==> config.mk <==
export PLATFORM = sky130hd
export DESIGN_NAME = codedlock_ctrl_flat
export DESIGN_NICKNAME = d
export VERILOG_FILES = /design/src/rtl/codedlock_ctrl_if.sv /design/src/rtl/codedlock_ctrl.sv /design/src/flat_wrapper.sv
export SDC_FILE = /design/constraint.sdc
export NUM_CORES = 1
export LEC_CHECK = 0
export CORE_ASPECT_RATIO = 0.7
export CORE_MARGIN = 2
export CORE_UTILIZATION = 43
export CTS_BUF_LIST = sky130_fd_sc_hd__clkbuf_16
export CTS_CLUSTER_SIZE = 30
export DETAILED_ROUTE_END_ITERATION = 10
export GPL_TIMING_DRIVEN = 0
export PLACE_DENSITY_LB_ADDON = 0.2
export SLEW_MARGIN = 20
export SYNTH_ARGS = -nofsm -noshare
export SYNTH_HDL_FRONTEND = slang
export SYNTH_SLANG_ARGS = --single-unit
export TNS_END_PERCENT = 100
==> constraint.sdc <==
create_clock -name clk -period 6.6 [get_ports clk]
set_input_delay 1.32 -clock clk [delete_from_list [all_inputs] [get_ports clk]]
set_output_delay 1.32 -clock clk [all_outputs]
set_load 0.05 [all_outputs]
==> src/rtl/codedlock_ctrl_if.sv <==
// -----------------------------------------------------------------------------
// codedlock_ctrl_if
// Lock-panel signal bundle between the coded-lock sequencer and its panel.
//   code_in     panel -> ctrl  code switches {q,u,n,b}, asynchronous
//   key_ok_n    panel -> ctrl  confirm key, active-low, asynchronous
//   key_chg_n   panel -> ctrl  change-code key, active-low, asynchronous
//   led_red_n   ctrl -> panel  red LED, active-low
//   led_green_n ctrl -> panel  green LED, active-low
//   unlocked    ctrl -> panel  high while the lock is open
//   fail_pulse  ctrl -> panel  1-cycle pulse on every rejected code
//   chg_done    ctrl -> panel  1-cycle pulse when a new code is committed
// master = panel side (drives switches/keys), slave = controller side.
// -----------------------------------------------------------------------------
interface codedlock_ctrl_if #(
  parameter int unsigned CODE_W = 4
);
  logic [CODE_W-1:0] code_in;
  logic              key_ok_n;
  logic              key_chg_n;
  logic              led_red_n;
  logic              led_green_n;
  logic              unlocked;
  logic              fail_pulse;
  logic              chg_done;

  modport master (
    output code_in, key_ok_n, key_chg_n,
    input  led_red_n, led_green_n, unlocked, fail_pulse, chg_done
  );

  modport slave (
    input  code_in, key_ok_n, key_chg_n,
    output led_red_n, led_green_n, unlocked, fail_pulse, chg_done
  );
endinterface

==> src/rtl/codedlock_ctrl.sv <==
// -----------------------------------------------------------------------------
// codedlock_ctrl
// Clocked sequencer for a 4-switch coded lock: synchronises the code switches
// and the active-low keys, then runs unlock, change-code and lockout. Holds the
// stored code, counts consecutive failed attempts and times the open/lockout
// windows and the change-code inactivity timeout.
// Ports:
//   clk    system clock
//   rst_n  asynchronous reset, active-low (code reverts to INIT_CODE)
//   pnl    codedlock_ctrl_if.slave: code_in/key_ok_n/key_chg_n in,
//          led_red_n/led_green_n/unlocked/fail_pulse/chg_done out
// -----------------------------------------------------------------------------
module codedlock_ctrl #(
  parameter int unsigned          CODE_W      = 4,
  parameter logic [CODE_W-1:0]    INIT_CODE   = {CODE_W{1'b1}},
  parameter int unsigned          MAX_FAIL    = 3,
  parameter int unsigned          OPEN_CYCLES = 100,
  parameter int unsigned          LOCK_CYCLES = 500
) (
  input  logic             clk,
  input  logic             rst_n,
  codedlock_ctrl_if.slave  pnl
);

  localparam int unsigned       FCNT_W     = $clog2(MAX_FAIL + 1);
  localparam logic [FCNT_W-1:0] FAIL_LIMIT = FCNT_W'(MAX_FAIL);
  localparam logic [31:0]       OPEN_LOAD  = 32'(OPEN_CYCLES - 1);
  localparam logic [31:0]       LOCK_LOAD  = 32'(LOCK_CYCLES - 1);

  typedef enum logic [2:0] {
    ST_IDLE    = 3'd0,
    ST_OPEN    = 3'd1,
    ST_CHG_OLD = 3'd2,
    ST_CHG_NEW = 3'd3,
    ST_CHG_CFM = 3'd4,
    ST_LOCKOUT = 3'd5
  } state_t;

  // Input synchronisers and key edge history
  logic [CODE_W-1:0] code_s1_q, code_s2_q;
  logic              ok_s1_q, ok_s2_q, ok_prev_q;
  logic              chg_s1_q, chg_s2_q, chg_prev_q;
  logic              ok_p_s, chg_p_s;

  // Sequencer state
  state_t            state_q, state_d;
  logic [CODE_W-1:0] stored_q, stored_d;
  logic [CODE_W-1:0] new_code_q, new_code_d;
  logic [FCNT_W-1:0] fail_cnt_q, fail_cnt_d;
  logic [FCNT_W-1:0] fail_inc_s;
  logic [31:0]       timer_q, timer_d;
  logic              code_match_s;

  // Registered outputs
  logic red_n_q, red_n_d;
  logic green_n_q, green_n_d;
  logic unlocked_q, unlocked_d;
  logic fail_q, fail_d;
  logic done_q, done_d;
  logic red_on_s, green_on_s;

  // Two-flop synchronisers plus one extra key stage for falling-edge detection
  always_ff @(posedge clk or negedge rst_n) begin
    if (!rst_n) begin
      code_s1_q  <= {CODE_W{1'b0}};
      code_s2_q  <= {CODE_W{1'b0}};
      ok_s1_q    <= 1'b1;
      ok_s2_q    <= 1'b1;
      ok_prev_q  <= 1'b1;
      chg_s1_q   <= 1'b1;
      chg_s2_q   <= 1'b1;
      chg_prev_q <= 1'b1;
    end else begin
      code_s1_q  <= pnl.code_in;
      code_s2_q  <= code_s1_q;
      ok_s1_q    <= pnl.key_ok_n;
      ok_s2_q    <= ok_s1_q;
      ok_prev_q  <= ok_s2_q;
      chg_s1_q   <= pnl.key_chg_n;
      chg_s2_q   <= chg_s1_q;
      chg_prev_q <= chg_s2_q;
    end
  end

  // A press is the 1->0 edge of the synchronised key, so a held key counts once
  assign ok_p_s       = ok_prev_q & ~ok_s2_q;
  assign chg_p_s      = chg_prev_q & ~chg_s2_q;
  assign code_match_s = (code_s2_q == stored_q);
  // Saturating increment: the count never wraps back to zero
  assign fail_inc_s   = (fail_cnt_q == FAIL_LIMIT) ? fail_cnt_q : (fail_cnt_q + FCNT_W'(1));

  // Next-state, datapath updates and output decode from the next state
  always_comb begin
    state_d    = state_q;
    stored_d   = stored_q;
    new_code_d = new_code_q;
    fail_cnt_d = fail_cnt_q;
    timer_d    = timer_q;
    fail_d     = 1'b0;
    done_d     = 1'b0;
    red_on_s   = 1'b0;
    green_on_s = 1'b0;
    unlocked_d = 1'b0;

    case (state_q)
      ST_IDLE: begin
        // chg_p has priority over a simultaneous ok_p
        if (chg_p_s) begin
          state_d = ST_CHG_OLD;
          timer_d = OPEN_LOAD;
        end else if (ok_p_s) begin
          if (code_match_s) begin
            state_d    = ST_OPEN;
            timer_d    = OPEN_LOAD;
            fail_cnt_d = {FCNT_W{1'b0}};
          end else begin
            fail_d     = 1'b1;
            fail_cnt_d = fail_inc_s;
            if (fail_inc_s == FAIL_LIMIT) begin
              state_d = ST_LOCKOUT;
              timer_d = LOCK_LOAD;
            end else begin
              state_d = ST_IDLE;
            end
          end
        end else begin
          state_d = ST_IDLE;
        end
      end

      ST_OPEN: begin
        if (timer_q == 32'd0) begin
          state_d = ST_IDLE;
        end else begin
          timer_d = timer_q - 32'd1;
        end
      end

      ST_CHG_OLD: begin
        if (chg_p_s) begin
          state_d = ST_IDLE;
        end else if (ok_p_s) begin
          if (code_match_s) begin
            state_d    = ST_CHG_NEW;
            timer_d    = OPEN_LOAD;
            fail_cnt_d = {FCNT_W{1'b0}};
          end else begin
            fail_d     = 1'b1;
            fail_cnt_d = fail_inc_s;
            if (fail_inc_s == FAIL_LIMIT) begin
              state_d = ST_LOCKOUT;
              timer_d = LOCK_LOAD;
            end else begin
              state_d = ST_IDLE;
            end
          end
        end else if (timer_q == 32'd0) begin
          state_d = ST_IDLE;
        end else begin
          timer_d = timer_q - 32'd1;
        end
      end

      ST_CHG_NEW: begin
        if (chg_p_s) begin
          state_d = ST_IDLE;
        end else if (ok_p_s) begin
          new_code_d = code_s2_q;
          state_d    = ST_CHG_CFM;
          timer_d    = OPEN_LOAD;
        end else if (timer_q == 32'd0) begin
          state_d = ST_IDLE;
        end else begin
          timer_d = timer_q - 32'd1;
        end
      end

      ST_CHG_CFM: begin
        if (chg_p_s) begin
          state_d = ST_IDLE;
        end else if (ok_p_s) begin
          // A confirm mismatch flags a failure but does not count as an attempt
          if (code_s2_q == new_code_q) begin
            stored_d = new_code_q;
            done_d   = 1'b1;
          end else begin
            fail_d = 1'b1;
          end
          state_d = ST_IDLE;
        end else if (timer_q == 32'd0) begin
          state_d = ST_IDLE;
        end else begin
          timer_d = timer_q - 32'd1;
        end
      end

      ST_LOCKOUT: begin
        if (timer_q == 32'd0) begin
          state_d    = ST_IDLE;
          fail_cnt_d = {FCNT_W{1'b0}};
        end else begin
          timer_d = timer_q - 32'd1;
        end
      end

      default: begin
        state_d = ST_IDLE;
        timer_d = 32'd0;
      end
    endcase

    // Outputs follow the state being entered so they switch on the same edge
    case (state_d)
      ST_IDLE: begin
        red_on_s   = 1'b0;
        green_on_s = 1'b0;
      end
      ST_OPEN: begin
        green_on_s = 1'b1;
        unlocked_d = 1'b1;
      end
      ST_CHG_OLD, ST_CHG_NEW, ST_CHG_CFM: begin
        red_on_s   = 1'b1;
        green_on_s = 1'b1;
      end
      ST_LOCKOUT: begin
        red_on_s = 1'b1;
      end
      default: begin
        red_on_s   = 1'b0;
        green_on_s = 1'b0;
      end
    endcase

    // Red also flashes for the single cycle of every rejection
    red_n_d   = ~(red_on_s | fail_d);
    green_n_d = ~green_on_s;
  end

  // Sequencer state, stored code, failure counter and window timer
  always_ff @(posedge clk or negedge rst_n) begin
    if (!rst_n) begin
      state_q    <= ST_IDLE;
      stored_q   <= INIT_CODE;
      new_code_q <= {CODE_W{1'b0}};
      fail_cnt_q <= {FCNT_W{1'b0}};
      timer_q    <= 32'd0;
    end else begin
      state_q    <= state_d;
      stored_q   <= stored_d;
      new_code_q <= new_code_d;
      fail_cnt_q <= fail_cnt_d;
      timer_q    <= timer_d;
    end
  end

  // Output registers
  always_ff @(posedge clk or negedge rst_n) begin
    if (!rst_n) begin
      red_n_q    <= 1'b1;
      green_n_q  <= 1'b1;
      unlocked_q <= 1'b0;
      fail_q     <= 1'b0;
      done_q     <= 1'b0;
    end else begin
      red_n_q    <= red_n_d;
      green_n_q  <= green_n_d;
      unlocked_q <= unlocked_d;
      fail_q     <= fail_d;
      done_q     <= done_d;
    end
  end

  assign pnl.led_red_n   = red_n_q;
  assign pnl.led_green_n = green_n_q;
  assign pnl.unlocked    = unlocked_q;
  assign pnl.fail_pulse  = fail_q;
  assign pnl.chg_done    = done_q;

endmodule

==> src/flat_wrapper.sv <==
// flat-port wrapper written by rule: the top's interface ports become plain ports
module codedlock_ctrl_flat 
#(
  parameter int unsigned          CODE_W      = 4,
  parameter logic [CODE_W-1:0]    INIT_CODE   = {CODE_W{1'b1}},
  parameter int unsigned          MAX_FAIL    = 3,
  parameter int unsigned          OPEN_CYCLES = 100,
  parameter int unsigned          LOCK_CYCLES = 500
)
  (clk, rst_n, pnl_code_in, pnl_key_ok_n, pnl_key_chg_n, pnl_led_red_n, pnl_led_green_n, pnl_unlocked, pnl_fail_pulse, pnl_chg_done);
  codedlock_ctrl_if #(.CODE_W(CODE_W)) pnl_i ();
  input  logic clk;
  input  logic rst_n;
  input wire logic [$bits(pnl_i.code_in)-1:0] pnl_code_in;
  input wire logic [$bits(pnl_i.key_ok_n)-1:0] pnl_key_ok_n;
  input wire logic [$bits(pnl_i.key_chg_n)-1:0] pnl_key_chg_n;
  output wire logic [$bits(pnl_i.led_red_n)-1:0] pnl_led_red_n;
  output wire logic [$bits(pnl_i.led_green_n)-1:0] pnl_led_green_n;
  output wire logic [$bits(pnl_i.unlocked)-1:0] pnl_unlocked;
  output wire logic [$bits(pnl_i.fail_pulse)-1:0] pnl_fail_pulse;
  output wire logic [$bits(pnl_i.chg_done)-1:0] pnl_chg_done;
  assign pnl_i.code_in = pnl_code_in;
  assign pnl_i.key_ok_n = pnl_key_ok_n;
  assign pnl_i.key_chg_n = pnl_key_chg_n;
  assign pnl_led_red_n = pnl_i.led_red_n;
  assign pnl_led_green_n = pnl_i.led_green_n;
  assign pnl_unlocked = pnl_i.unlocked;
  assign pnl_fail_pulse = pnl_i.fail_pulse;
  assign pnl_chg_done = pnl_i.chg_done;
  codedlock_ctrl #(.CODE_W(CODE_W), .INIT_CODE(INIT_CODE), .MAX_FAIL(MAX_FAIL), .OPEN_CYCLES(OPEN_CYCLES), .LOCK_CYCLES(LOCK_CYCLES)) u_core (.clk(clk), .rst_n(rst_n), .pnl(pnl_i));
endmodule
==> results of run 1 <==
[layout make-up]
cell class	instances	area (um^2)	share of cell area
multi-input cells	294	1800	0.438
flip-flops and latches	64	1620	0.394
inverters	10	37.5	0.00915
well taps	101	126	0.0308
clock buffers	9	225	0.0549
plain buffers	23	101	0.0247
clock inverters	7	60.1	0.0146
repair buffers	13	138	0.0335
[metal layers]
layer,global-route usage,wire length [um],vias to the layer above
li1,-,-,1542
met5,0,0,-
met4,0.0866,150,0
met1,0.344,4740,1582
met2,0.306,3770,172
met3,0.0672,880,20
[final timing paths]
path	start	endpoint	cells past startpoint
min in group asynchronous	rst_n	u_core.pnl.fail_pulse$_DFF_PN0_	1
worst max-delay path	u_core.timer_q[27]$_DFFE_PN0P_	u_core.pnl.led_red_n$_DFF_PN1_	7
worst min register to register	u_core.code_s1_q[1]$_DFF_PN0_	u_core.code_s2_q[1]$_DFF_PN0_	0
worst min-delay path	u_core.code_s1_q[1]$_DFF_PN0_	u_core.code_s2_q[1]$_DFF_PN0_	0
max in group asynchronous	rst_n	u_core.chg_prev_q$_DFF_PN1_	2
worst max register to register	u_core.timer_q[27]$_DFFE_PN0P_	u_core.pnl.led_red_n$_DFF_PN1_	7
[sequential cells by signal (all words and copies together), names as in the netlist, 2 cells and up]
signal             cells
u_core.stored_q        4
u_core.timer_q        32
u_core.fail_cnt_q      2
u_core.state_q         3
u_core.code_s2_q       4
u_core.code_s1_q       4
u_core.new_code_q      4
[worst register-to-register path: stages (launching register included)]
cell and delay (ns):
dfrtp_1 0.43, or4_1 0.60, nor3_1 0.70, and4_1 0.37, clkbuf_1 0.46, a22oi_1 0.16, a41oi_1 0.45, nor3b_1 0.27
[kinds of logic (layout without fill, tap and decap cells)]
kind of cell,count (synthesis),after routing,synth area share
muxes,11,11,0.0338
and+or+nand+nor,144,144,0.213
buffers and inverters,33,62,0.0391
AOI/OAI and AO/OA,130,130,0.237
xor gates and xnor gates,8,8,0.0197
DFF,64,64,0.455
adders and majority gates,1,1,0.00352
[cells in the final DEF (no fill, tap or decap), types with 4 or more instances in the layout]
cell type / instances
dfrtp_1: 52
o21ai_0: 46
nor2_1: 35
nand2_1: 25
a21oi_1: 20
clkbuf_1: 20
nor3_1: 18
nand3_1: 13
a31oi_1: 12
dfstp_2: 12
clkdlybuf4s50_1: 11
inv_1: 10
nor4_1: 9
clkbuf_16: 9
mux2_2: 8
xnor2_1: 8
or3_1: 7
a22oi_1: 6
or4_1: 6
o211ai_1: 6
nand4_1: 5
inv_6: 5
nor2b_1: 4
nand2b_1: 4
[power by group]
part	total (mW)	switching, mW	internal [mW]	leakage, nW
logic	1.08	0.719	0.360	0.764
clock network	0.453	0.192	0.261	0.138
registers	0.590	0.0962	0.494	0.799
total	2.12	1.01	1.11	1.70
==> results.md, run 1 <==
* Post-CTS setup buffers at 0
* Antenna Violating Nets Remaining at 0
* Nets@finish at 424
* # hold bufs at CTS at 0
* Worst-Skew Late Latency at 0.34 ns
* Seq cells post-synth at 64
* Worst VDD drop at 255 uV
* Final Setup Violations at 0
* Reg2Reg Setup Slack at 3.08 ns
* Placed Instance Area at 3820 um^2
* Syn nets at 400
* Routed WL at 9540 um
* Drt initial violations at 371
* Core area at 7940 um^2
* Commonest cells in the netlist: dfrtp_1 (52), o21ai_0 (46), nor2_1 (35)
* Cell count after synthesis at 391
* IO buf count at 12
* I/O Pins at 13
* Critical path cell sequence: or4_1 -> nor3_1 -> and4_1 -> clkbuf_1 -> a22oi_1 -> a41oi_1 -> nor3b_1
* Root Buffer: clkbuf_16
* Top delay family on crit path: simple AND/OR/NAND/NOR gates
* Hold WC Path Type: flip-flop to flip-flop
* Die Ht at 80.1 um
* Drt via density at 6.36
* Final worst path period share at 0.534
* Count leader, synth: dfrtp_1
* Synth area leaders: dfrtp_1 (37%), dfstp_2 (8.9%), o21ai_0 (6.5%)
* Mapped cell area at 3550 um^2
* Worst setup EP type: flip-flop
* Pin count of the biggest net entering global routing at 36
* Worst Setup Start Kind: flip-flop
* Status: finished clean
* Worst-path clk slew at 0.06 ns
* Final hold vios at 0
* Final core utilization at 0.517
* H-Tree Depth at 3
* Finished Layout Cells at 521
* Post-route design area at 4100 um^2
* Number of detailed-route iterations in the first pass at 5
* Bufs and invs on worst path at 1
* CP arrival at 3.77 ns
* Layout cells sized above 1 at 0.114
* Pwr/cell area at 517 nW/um^2
* Setup Skew at 0.00740 ns
* Post-synth top area share at 0.366
* Slew margin rel. at 0.443
* Vias in the first global route at 3,043
* Setup slack at placement at 3.24 ns
* Number of synthesized flops with an enable pin at 0
* DR vias at 3,316
* Kind of critical path: flip-flop to flip-flop
* Max-cap violations at 0
* Ys Warns at 0
* Main synth FF type: dfrtp_1
* Area Overhead vs Synth at 15.5%
* Global-route wire length before repair at 15,800 um
* Die area at 9020 um^2
* Max Slew Vio Count at 0
* Drt wl/cell at 18.3 um
* Antenna violations before repair at 0
* GRT Resource Usage Total at 0.229
* Row count at 27
* CTS tree: done
* Cell taking the most area after synthesis: dfrtp_1
* Seq/Total Area, Yosys at 0.455
* Initial Util at 0.448
* Max clock buf depth at 2
* Gr ovfl total at 0
* Post-layout minimum cycle time at 3.52 ns
* Chip width at 113 um
* Gp weighted congestion at 0.923
* Post-CTS sizing at 0
* CTS Buf Count at 9
* DRC viols at 0
* Slew @ Worst Pin at 0.828 ns
* Slowest CP cell: nor3_1
* Peak Freq at 0.284 GHz
* Largest incremental delay on the critical path at 0.70 ns
* Placed insts at 505
* # clock sinks at 64
* Hold_ws at 0.348 ns
* Total power at 2.12 mW
* Fill count at 719
* Yosys cell types at 62
* Leakage at 1.70 nW
* Post-synth ARST share at 1.00
* Synth Area per Inst at 9.09 um^2
* WP data required at 6.85 ns
* Setup WS post-layout at 3.08 ns
* RSZ-0062 raised after global routing: false
* Largest fanout on the critical path at 10
* Final setup TNS at 0 ns
* DP Wirelength at 6810 um
* ANT cells at 0
No activity file was read; power rests on OpenSTA's default activity.
==> run 2: changes to the inputs <==
- clock period: 6.6 -> 3.67 ns (I/O delays scaled with it)
==> results of run 2 <==
Same layout as run 1 (identical final DEF). Status: finished clean.
Main changes from that run: setup slack after placement 3.24 ns -> 0.306 ns; setup slack after layout 3.08 ns -> 0.147 ns; hold slack 0.348 ns -> 0.328 ns; register-to-register setup slack 3.08 ns -> 0.15 ns; total power 2.12 mW -> 3.82 mW; worst IR drop on VDD 255 uV -> 458 uV
